File: src/rtl/hazard_ctrl_pkg.sv
// hazard_ctrl_pkg: shared encodings for the MIPS16 pipeline hazard controller
package hazard_ctrl_pkg;
  localparam int REG_ADDR_W = 4;
  typedef logic [REG_ADDR_W-1:0] reg_addr_t;
  typedef logic [2:0] reg_op_t;
  typedef logic [1:0] wb_data_op_t;
  typedef logic [1:0] ram_op_t;
  localparam reg_op_t REG_OP_NONE = 3'd0;
  localparam reg_op_t REG_OP_REG = 3'd1;
  localparam reg_op_t REG_OP_SP = 3'd2;
  localparam reg_op_t REG_OP_T = 3'd3;
  localparam reg_op_t REG_OP_IH = 3'd4;
  localparam wb_data_op_t WB_DATA_OP_ALU = 2'd0;
  localparam wb_data_op_t WB_DATA_OP_MEM = 2'd1;
  localparam wb_data_op_t WB_DATA_OP_PC = 2'd2;
  localparam ram_op_t RAM_OP_NOP = 2'd0;
  localparam ram_op_t RAM_OP_LOAD = 2'd1;
  localparam ram_op_t RAM_OP_STORE = 2'd2;
  typedef enum logic [1:0] {S_RUN, S_MEM, S_INT} state_t;
  localparam logic STALL = 1'b1;
  localparam logic FLUSH = 1'b1;
  localparam logic RAM_SEL_FETCH = 1'b0;
  localparam logic RAM_SEL_DATA = 1'b1;
endpackage

File: src/rtl/hazard_ctrl_if.sv
// hazard_ctrl_if: pipeline status in, stall/flush/select controls out
interface hazard_ctrl_if;
  import hazard_ctrl_pkg::*;
  reg_addr_t id_reg1_addr, id_reg2_addr, ieo_wb_addr;
  logic id_reg1_used, id_reg2_used, id_sp_used, id_t_used, id_ih_used;
  reg_op_t ieo_reg_op;
  wb_data_op_t ieo_wb_data_op;
  ram_op_t emo_ram_op;
  logic emo_ram_is_inst, ex_branch_taken, int_req, ih_int_enable;
  logic pc_stall, if_id_stall, id_ex_stall, ex_mem_stall;
  logic if_id_flush, id_ex_flush, mem_wb_flush, inst_ram_sel, int_entry;
  modport master (
    output id_reg1_addr, id_reg2_addr, id_reg1_used, id_reg2_used, id_sp_used, id_t_used, id_ih_used,
    output ieo_wb_addr, ieo_reg_op, ieo_wb_data_op, emo_ram_op, emo_ram_is_inst,
    output ex_branch_taken, int_req, ih_int_enable,
    input pc_stall, if_id_stall, id_ex_stall, ex_mem_stall,
    input if_id_flush, id_ex_flush, mem_wb_flush, inst_ram_sel, int_entry
  );
  modport slave (
    input id_reg1_addr, id_reg2_addr, id_reg1_used, id_reg2_used, id_sp_used, id_t_used, id_ih_used,
    input ieo_wb_addr, ieo_reg_op, ieo_wb_data_op, emo_ram_op, emo_ram_is_inst,
    input ex_branch_taken, int_req, ih_int_enable,
    output pc_stall, if_id_stall, id_ex_stall, ex_mem_stall,
    output if_id_flush, id_ex_flush, mem_wb_flush, inst_ram_sel, int_entry
  );
endinterface

File: src/rtl/hazard_ctrl_detect.sv
// hazard_detect: flags an ID instruction reading the destination of a load in EX
module hazard_detect
  import hazard_ctrl_pkg::*;
(
  input  reg_addr_t   id_reg1_addr_i,
  input  reg_addr_t   id_reg2_addr_i,
  input  logic        id_reg1_used_i,
  input  logic        id_reg2_used_i,
  input  logic        id_sp_used_i,
  input  logic        id_t_used_i,
  input  logic        id_ih_used_i,
  input  reg_addr_t   ieo_wb_addr_i,
  input  reg_op_t     ieo_reg_op_i,
  input  wb_data_op_t ieo_wb_data_op_i,
  output logic        load_use_o
);
  logic gpr_hit;
  always_comb begin
    gpr_hit = (id_reg1_used_i && id_reg1_addr_i == ieo_wb_addr_i)
           || (id_reg2_used_i && id_reg2_addr_i == ieo_wb_addr_i);
    load_use_o = ieo_wb_data_op_i == WB_DATA_OP_MEM && (
                   (ieo_reg_op_i == REG_OP_REG && gpr_hit)
                || (ieo_reg_op_i == REG_OP_SP && id_sp_used_i)
                || (ieo_reg_op_i == REG_OP_T && id_t_used_i)
                || (ieo_reg_op_i == REG_OP_IH && id_ih_used_i));
  end
endmodule

File: src/rtl/hazard_ctrl.sv
// hazard_ctrl: stall/bubble/flush sequencing for load-use, instruction-RAM data
// access, taken branches and interrupt entry; also selects the shared RAM port.
module hazard_ctrl
  import hazard_ctrl_pkg::*;
#(
  parameter int RAM_WAIT = 1
) (
  input logic clk,
  input logic rst,
  hazard_ctrl_if.slave hz
);
  localparam bit LONG = RAM_WAIT > 1;
  localparam logic [2:0] CNT_INIT = 3'(RAM_WAIT - 1);
  state_t state_q, state_d;
  logic [2:0] cnt_q, cnt_d;
  logic blk_q, blk_d;
  logic load_use, conflict, run, mem, in_int, last, rc, br, br_run, lu, accept, hold;
  hazard_detect u_detect (
    .id_reg1_addr_i  (hz.id_reg1_addr),
    .id_reg2_addr_i  (hz.id_reg2_addr),
    .id_reg1_used_i  (hz.id_reg1_used),
    .id_reg2_used_i  (hz.id_reg2_used),
    .id_sp_used_i    (hz.id_sp_used),
    .id_t_used_i     (hz.id_t_used),
    .id_ih_used_i    (hz.id_ih_used),
    .ieo_wb_addr_i   (hz.ieo_wb_addr),
    .ieo_reg_op_i    (hz.ieo_reg_op),
    .ieo_wb_data_op_i(hz.ieo_wb_data_op),
    .load_use_o      (load_use)
  );
  always_comb begin
    run = !rst && state_q == S_RUN;
    mem = !rst && state_q == S_MEM;
    in_int = !rst && state_q == S_INT;
    last = mem && cnt_q == 3'd1;
    br = hz.ex_branch_taken;
    conflict = hz.emo_ram_op != RAM_OP_NOP && hz.emo_ram_is_inst;
    rc = run && conflict;
    br_run = run && !conflict && br;
    lu = run && !conflict && !br && load_use;
    accept = run && !conflict && !br && !load_use && hz.int_req && hz.ih_int_enable && !blk_q;
    // a multi-cycle access freezes ID/EX and EX/MEM; a same-cycle branch waits in EX
    hold = (rc && LONG) || mem;
    hz.inst_ram_sel = rc || mem ? RAM_SEL_DATA : RAM_SEL_FETCH;
    hz.pc_stall = STALL & ((rc && (LONG || !br)) || mem || lu);
    hz.if_id_stall = STALL & lu;
    hz.id_ex_stall = STALL & hold;
    hz.ex_mem_stall = STALL & hold & !last;
    hz.if_id_flush = FLUSH & (rc || mem || br_run || in_int);
    hz.id_ex_flush = FLUSH & ((rc && !LONG && br) || br_run || lu || in_int);
    hz.mem_wb_flush = FLUSH & hold & !last;
    hz.int_entry = in_int;
    state_d = rc && LONG ? S_MEM : accept ? S_INT : mem && !last ? S_MEM : S_RUN;
    cnt_d = rc && LONG ? CNT_INIT : mem ? cnt_q - 3'd1 : cnt_q;
    // once taken, a request stays masked until IH[15] is seen clear then set again
    blk_d = in_int || (blk_q && hz.ih_int_enable);
  end
  always_ff @(posedge clk or posedge rst) begin
    if (rst) begin
      state_q <= S_RUN;
      cnt_q <= 3'd0;
      blk_q <= 1'b0;
    end else begin
      state_q <= state_d;
      cnt_q <= cnt_d;
      blk_q <= blk_d;
    end
  end
endmodule

File: src/flat_wrapper.sv
// flat-port wrapper written by rule: the top's interface ports become plain ports
module hazard_ctrl_flat import hazard_ctrl_pkg::*;
#(
  parameter int RAM_WAIT = 1
)
  (clk, rst, hz_id_reg1_addr, hz_id_reg2_addr, hz_id_reg1_used, hz_id_reg2_used, hz_id_sp_used, hz_id_t_used, hz_id_ih_used, hz_ieo_wb_addr, hz_ieo_reg_op, hz_ieo_wb_data_op, hz_emo_ram_op, hz_emo_ram_is_inst, hz_ex_branch_taken, hz_int_req, hz_ih_int_enable, hz_pc_stall, hz_if_id_stall, hz_id_ex_stall, hz_ex_mem_stall, hz_if_id_flush, hz_id_ex_flush, hz_mem_wb_flush, hz_inst_ram_sel, hz_int_entry);
  hazard_ctrl_if hz_i ();
  input logic clk;
  input logic rst;
  input wire logic [$bits(hz_i.id_reg1_addr)-1:0] hz_id_reg1_addr;
  input wire logic [$bits(hz_i.id_reg2_addr)-1:0] hz_id_reg2_addr;
  input wire logic [$bits(hz_i.id_reg1_used)-1:0] hz_id_reg1_used;
  input wire logic [$bits(hz_i.id_reg2_used)-1:0] hz_id_reg2_used;
  input wire logic [$bits(hz_i.id_sp_used)-1:0] hz_id_sp_used;
  input wire logic [$bits(hz_i.id_t_used)-1:0] hz_id_t_used;
  input wire logic [$bits(hz_i.id_ih_used)-1:0] hz_id_ih_used;
  input wire logic [$bits(hz_i.ieo_wb_addr)-1:0] hz_ieo_wb_addr;
  input wire logic [$bits(hz_i.ieo_reg_op)-1:0] hz_ieo_reg_op;
  input wire logic [$bits(hz_i.ieo_wb_data_op)-1:0] hz_ieo_wb_data_op;
  input wire logic [$bits(hz_i.emo_ram_op)-1:0] hz_emo_ram_op;
  input wire logic [$bits(hz_i.emo_ram_is_inst)-1:0] hz_emo_ram_is_inst;
  input wire logic [$bits(hz_i.ex_branch_taken)-1:0] hz_ex_branch_taken;
  input wire logic [$bits(hz_i.int_req)-1:0] hz_int_req;
  input wire logic [$bits(hz_i.ih_int_enable)-1:0] hz_ih_int_enable;
  output wire logic [$bits(hz_i.pc_stall)-1:0] hz_pc_stall;
  output wire logic [$bits(hz_i.if_id_stall)-1:0] hz_if_id_stall;
  output wire logic [$bits(hz_i.id_ex_stall)-1:0] hz_id_ex_stall;
  output wire logic [$bits(hz_i.ex_mem_stall)-1:0] hz_ex_mem_stall;
  output wire logic [$bits(hz_i.if_id_flush)-1:0] hz_if_id_flush;
  output wire logic [$bits(hz_i.id_ex_flush)-1:0] hz_id_ex_flush;
  output wire logic [$bits(hz_i.mem_wb_flush)-1:0] hz_mem_wb_flush;
  output wire logic [$bits(hz_i.inst_ram_sel)-1:0] hz_inst_ram_sel;
  output wire logic [$bits(hz_i.int_entry)-1:0] hz_int_entry;
  assign hz_i.id_reg1_addr = hz_id_reg1_addr;
  assign hz_i.id_reg2_addr = hz_id_reg2_addr;
  assign hz_i.id_reg1_used = hz_id_reg1_used;
  assign hz_i.id_reg2_used = hz_id_reg2_used;
  assign hz_i.id_sp_used = hz_id_sp_used;
  assign hz_i.id_t_used = hz_id_t_used;
  assign hz_i.id_ih_used = hz_id_ih_used;
  assign hz_i.ieo_wb_addr = hz_ieo_wb_addr;
  assign hz_i.ieo_reg_op = hz_ieo_reg_op;
  assign hz_i.ieo_wb_data_op = hz_ieo_wb_data_op;
  assign hz_i.emo_ram_op = hz_emo_ram_op;
  assign hz_i.emo_ram_is_inst = hz_emo_ram_is_inst;
  assign hz_i.ex_branch_taken = hz_ex_branch_taken;
  assign hz_i.int_req = hz_int_req;
  assign hz_i.ih_int_enable = hz_ih_int_enable;
  assign hz_pc_stall = hz_i.pc_stall;
  assign hz_if_id_stall = hz_i.if_id_stall;
  assign hz_id_ex_stall = hz_i.id_ex_stall;
  assign hz_ex_mem_stall = hz_i.ex_mem_stall;
  assign hz_if_id_flush = hz_i.if_id_flush;
  assign hz_id_ex_flush = hz_i.id_ex_flush;
  assign hz_mem_wb_flush = hz_i.mem_wb_flush;
  assign hz_inst_ram_sel = hz_i.inst_ram_sel;
  assign hz_int_entry = hz_i.int_entry;
  hazard_ctrl #(.RAM_WAIT(RAM_WAIT)) u_core (.clk(clk), .rst(rst), .hz(hz_i));
endmodule
File: config.mk
export PLATFORM = sky130hd
export DESIGN_NAME = hazard_ctrl_flat
export DESIGN_NICKNAME = d
export VERILOG_FILES = /design/src/rtl/hazard_ctrl_pkg.sv /design/src/rtl/hazard_ctrl_if.sv /design/src/rtl/hazard_ctrl_detect.sv /design/src/rtl/hazard_ctrl.sv /design/src/flat_wrapper.sv
export SDC_FILE = /design/constraint.sdc
export NUM_CORES = 1
export LEC_CHECK = 0
export BUFFER_PORTS_ARGS = -buffer_cell sky130_fd_sc_hd__clkbuf_2
export CORE_MARGIN = 4
export CORE_UTILIZATION = 44
export CTS_CLUSTER_DIAMETER = 100
export DETAILED_ROUTE_END_ITERATION = 6
export GPL_ROUTABILITY_DRIVEN = 0
export HOLD_SLACK_MARGIN = 0.08
export PLACE_DENSITY = 0.93
export SLEW_MARGIN = 20
export SYNTH_ARGS = -nofsm -noshare
export SYNTH_HDL_FRONTEND = slang
export SYNTH_SLANG_ARGS = --single-unit
File: constraint.sdc
create_clock -name clk -period 2.67 [get_ports clk]
set_input_delay 0.1335 -clock clk [delete_from_list [all_inputs] [get_ports clk]]
set_output_delay 0.1335 -clock clk [all_outputs]
set_load 0.05 [all_outputs]
==> results.sh <==
export IMPL_status="finished clean"
export IMPL_slew_viol_final=0
export IMPL_synth_xor_area_share_pct=14.5
export IMPL_grt_usage_pct=16.5
export IMPL_drive_gt1_share_pct=42.5
export IMPL_cp_end_kind="primary output"
export IMPL_die_area_um2=2030
export IMPL_yosysSeqAreaShare_pct=24.8
export IMPL_wl_per_cell_um=12.0
export IMPL_min_path_type="in2reg"
export IMPL_r2r_slack_ns=1.22
export IMPL_grt_setup_unrepaired="no"
export IMPL_cts_resized=0
export IMPL_areaGrowthSynthToFinish_pct=38.7
export IMPL_drv_cap=0
export IMPL_grt_max_degree=9
export IMPL_ios=39
export IMPL_ys_ff_latch=6
export IMPL_die_x_um=45.1
export IMPL_yosys_top_cells_area="dfrtp_1 25%, xnor2_1 8.7%, xor2_1 5.8%"
export IMPL_hold_viol_final=0
export IMPL_crit_type="in2out"
export IMPL_worstReg2RegEnd="u_core.state_q[1]$_DFF_PP0_"
export IMPL_cts_root_buf="clkbuf_4"
export IMPL_ctsHtreeMaxLevel=1
export IMPL_crit_start="rst"
export IMPL_numPortBuffers=38
export IMPL_maxSlewHeadroom_pct=71.0
export IMPL_syn_area_per_cell_um2=8.39
export IMPL_endpoint="hz_id_ex_flush"
export IMPL_startpoint_type="primary input"
export IMPL_fin_cells=128
export IMPL_synth_simple_gate_area_share_pct=31.9
export IMPL_ant_nets=0
export IMPL_place_inst=124
export IMPL_drc=0
export IMPL_synth_nets=104
export IMPL_cts_tree="done"
export IMPL_viasPerCell=5.13
export IMPL_p_leak_nw=0.446
export IMPL_reg2regPathDepth=4
export IMPL_die_h_um=45.1
export IMPL_synthesis_area_um2=604
export IMPL_p_per_area_nw_per_um2=309
export IMPL_num_vias=657
export IMPL_grt_pass1_vias=643
export IMPL_synth_async_reset_ratio_pct=100
export IMPL_drtIter0Drc=8
export IMPL_cp_data_required_time_ns=2.54
export IMPL_antenna_found_initial=0
export IMPL_grt_pass1_wl_mm=2.53
export IMPL_synthTopCellsByCount="7 x inv_1, 7 x nand2_1, 6 x dfrtp_1, 6 x xnor2_1, 5 x a21oi_1"
export IMPL_wl_met1_um=588
export IMPL_synth_compound_area_share_pct=17.4
export IMPL_synth_top_cell_area_share_pct=24.8
export IMPL_start_util_pct=46.4
export IMPL_dr_wl_met2_um=853
export IMPL_crit_arrival_ns=1.86
export IMPL_postCtsSetupRepairBufs=0
export IMPL_cp_max_fo=6
export IMPL_top_layer_used="met3"
export IMPL_path_clk_slew_ns=0.04
export IMPL_synth_edf_count=0
export IMPL_numCtsBuffers=3
export IMPL_synthCells=72
export IMPL_setup_tns_ns=0
export IMPL_hpwl_mm=1.34
export IMPL_synthMuxAreaShare_pct=1.66
export IMPL_core_um2=1300
export IMPL_ys_flop_type="dfrtp_1"
export IMPL_ys_types=34
export IMPL_clock_path_buffers=2
export IMPL_synth_top_cell_by_area="dfrtp_1"
export IMPL_synthAdderAreaFrac_pct=4.14
export IMPL_fin_crit_ns=1.99
export IMPL_min_period_over_period_pct=74.6
export IMPL_setup_viol_count_final=0
export IMPL_diodes=0
export IMPL_route_met3_wl_um=98
export IMPL_fin_nets=147
export IMPL_synth_warnings=0
export IMPL_peakVddDrop_v=0.000257
export IMPL_num_rows=13
export IMPL_finalWirelength_mm=1.54
export IMPL_skew_ns=0.000647
export IMPL_synth_top_family_by_area="simple AND/OR/NAND/NOR gates"
export IMPL_cts_hold_fix_buffers=1
export IMPL_max_freq_ghz=0.502
export IMPL_cts_sinks=6
export IMPL_drtPass1Iterations=4
export IMPL_worst_pin_slew_ns=0.430
export IMPL_clk_latency_ns=0.24
export IMPL_overflow=0
export IMPL_r2r_start="u_core.state_q[0]$_DFF_PP0_"
-- worst min path at each step --
stage | startpoint | to | cells past startpoint
6_report | hz_ih_int_enable | u_core.blk_q$_DFF_PP0_ | 2
4_1_cts | hz_ih_int_enable | u_core.blk_q$_DFF_PP0_ | 2
2_1_floorplan | rst | u_core.blk_q$_DFF_PP0_ | 1
5_1_grt | hz_ih_int_enable | u_core.blk_q$_DFF_PP0_ | 2
3_3_place_gp | rst | u_core.state_q[1]$_DFF_PP0_ | 2
3_5_place_dp | rst | u_core.blk_q$_DFF_PP0_ | 2
-- logic make-up after synthesis --
family,after synthesis
and+or+nand+nor,30
AOI/OAI and AO/OA,15
xor gates and xnor gates,10
buffers and inverters,8
DFF,6
adders and majority gates,2
muxes,1
-- registers in the layout, indices dropped and copies added, names as in the netlist --
register,flops
u_core.state_q,2
u_core.cnt_q,3
u_core.blk_q,1
-- per-layer routing --
layer  global-route usage (%)  vias to the layer above
li1                         -                      343
met1                     18.8                      295
met2                     30.8                       19
met3                     1.59                        0
met4                     7.02                        0
met5                        0                        -
-- layout make-up --
class                   instances  area, µm²
repair buffers                 39        200
fillers                       132        463
inverters                       7       26.3
multi-input cells              58        420
flip-flops and latches          6        150
clock buffers                   3       22.5
well taps                      15       18.8
-- per-stage QoR --
| step | setup WS (ns) | hold WS (ns) | util, % | area (µm²) | total power, mW |
|---|---|---|---|---|---|
| 3_5_place_dp | 0.992 | 0.129 | 61.9 | 806 | 0.177 |
| 4_1_cts | 0.668 | 0.104 | 64.4 | 838 | 0.264 |
| 2_1_floorplan | 0.610 | -0.0755 | - | 604 | 0.140 |
| 5_1_grt | 0.604 | 0.110 | 64.4 | 838 | 0.275 |
| 6_report | 0.678 | 0.111 | 64.4 | 838 | 0.259 |
| 3_3_place_gp | 1.06 | 0.117 | 61.9 | 806 | 0.174 |
-- report_power, final --
group	internal, mW	switching, mW
Combinational	0.0370	0.0469
Sequential	0.0919	0.000798
Clock	0.0508	0.0319
-- critical path, cell delays in order --
cell and delay [ns]:
dlygate4sd3_1 0.53, clkbuf_2 0.16, nor4_4 0.26, nand2_1 0.11
o32a_1 0.29, nand3_1 0.10, clkbuf_2 0.28
-- cell usage in the layout (no fill, tap or decap), types with 2 or more instances in the layout --
cell      instances
ha_1              2
nand2_1           7
clkbuf_2         38
nor2_1            3
nand2b_1          2
o21ai_0           2
nand3_1           4
clkbuf_4          3
a21oi_1           5
inv_1             7
xor2_1            4
xnor2_1           6
o32a_1            2
dfrtp_1           6
Power figures use the tool's default switching activity.
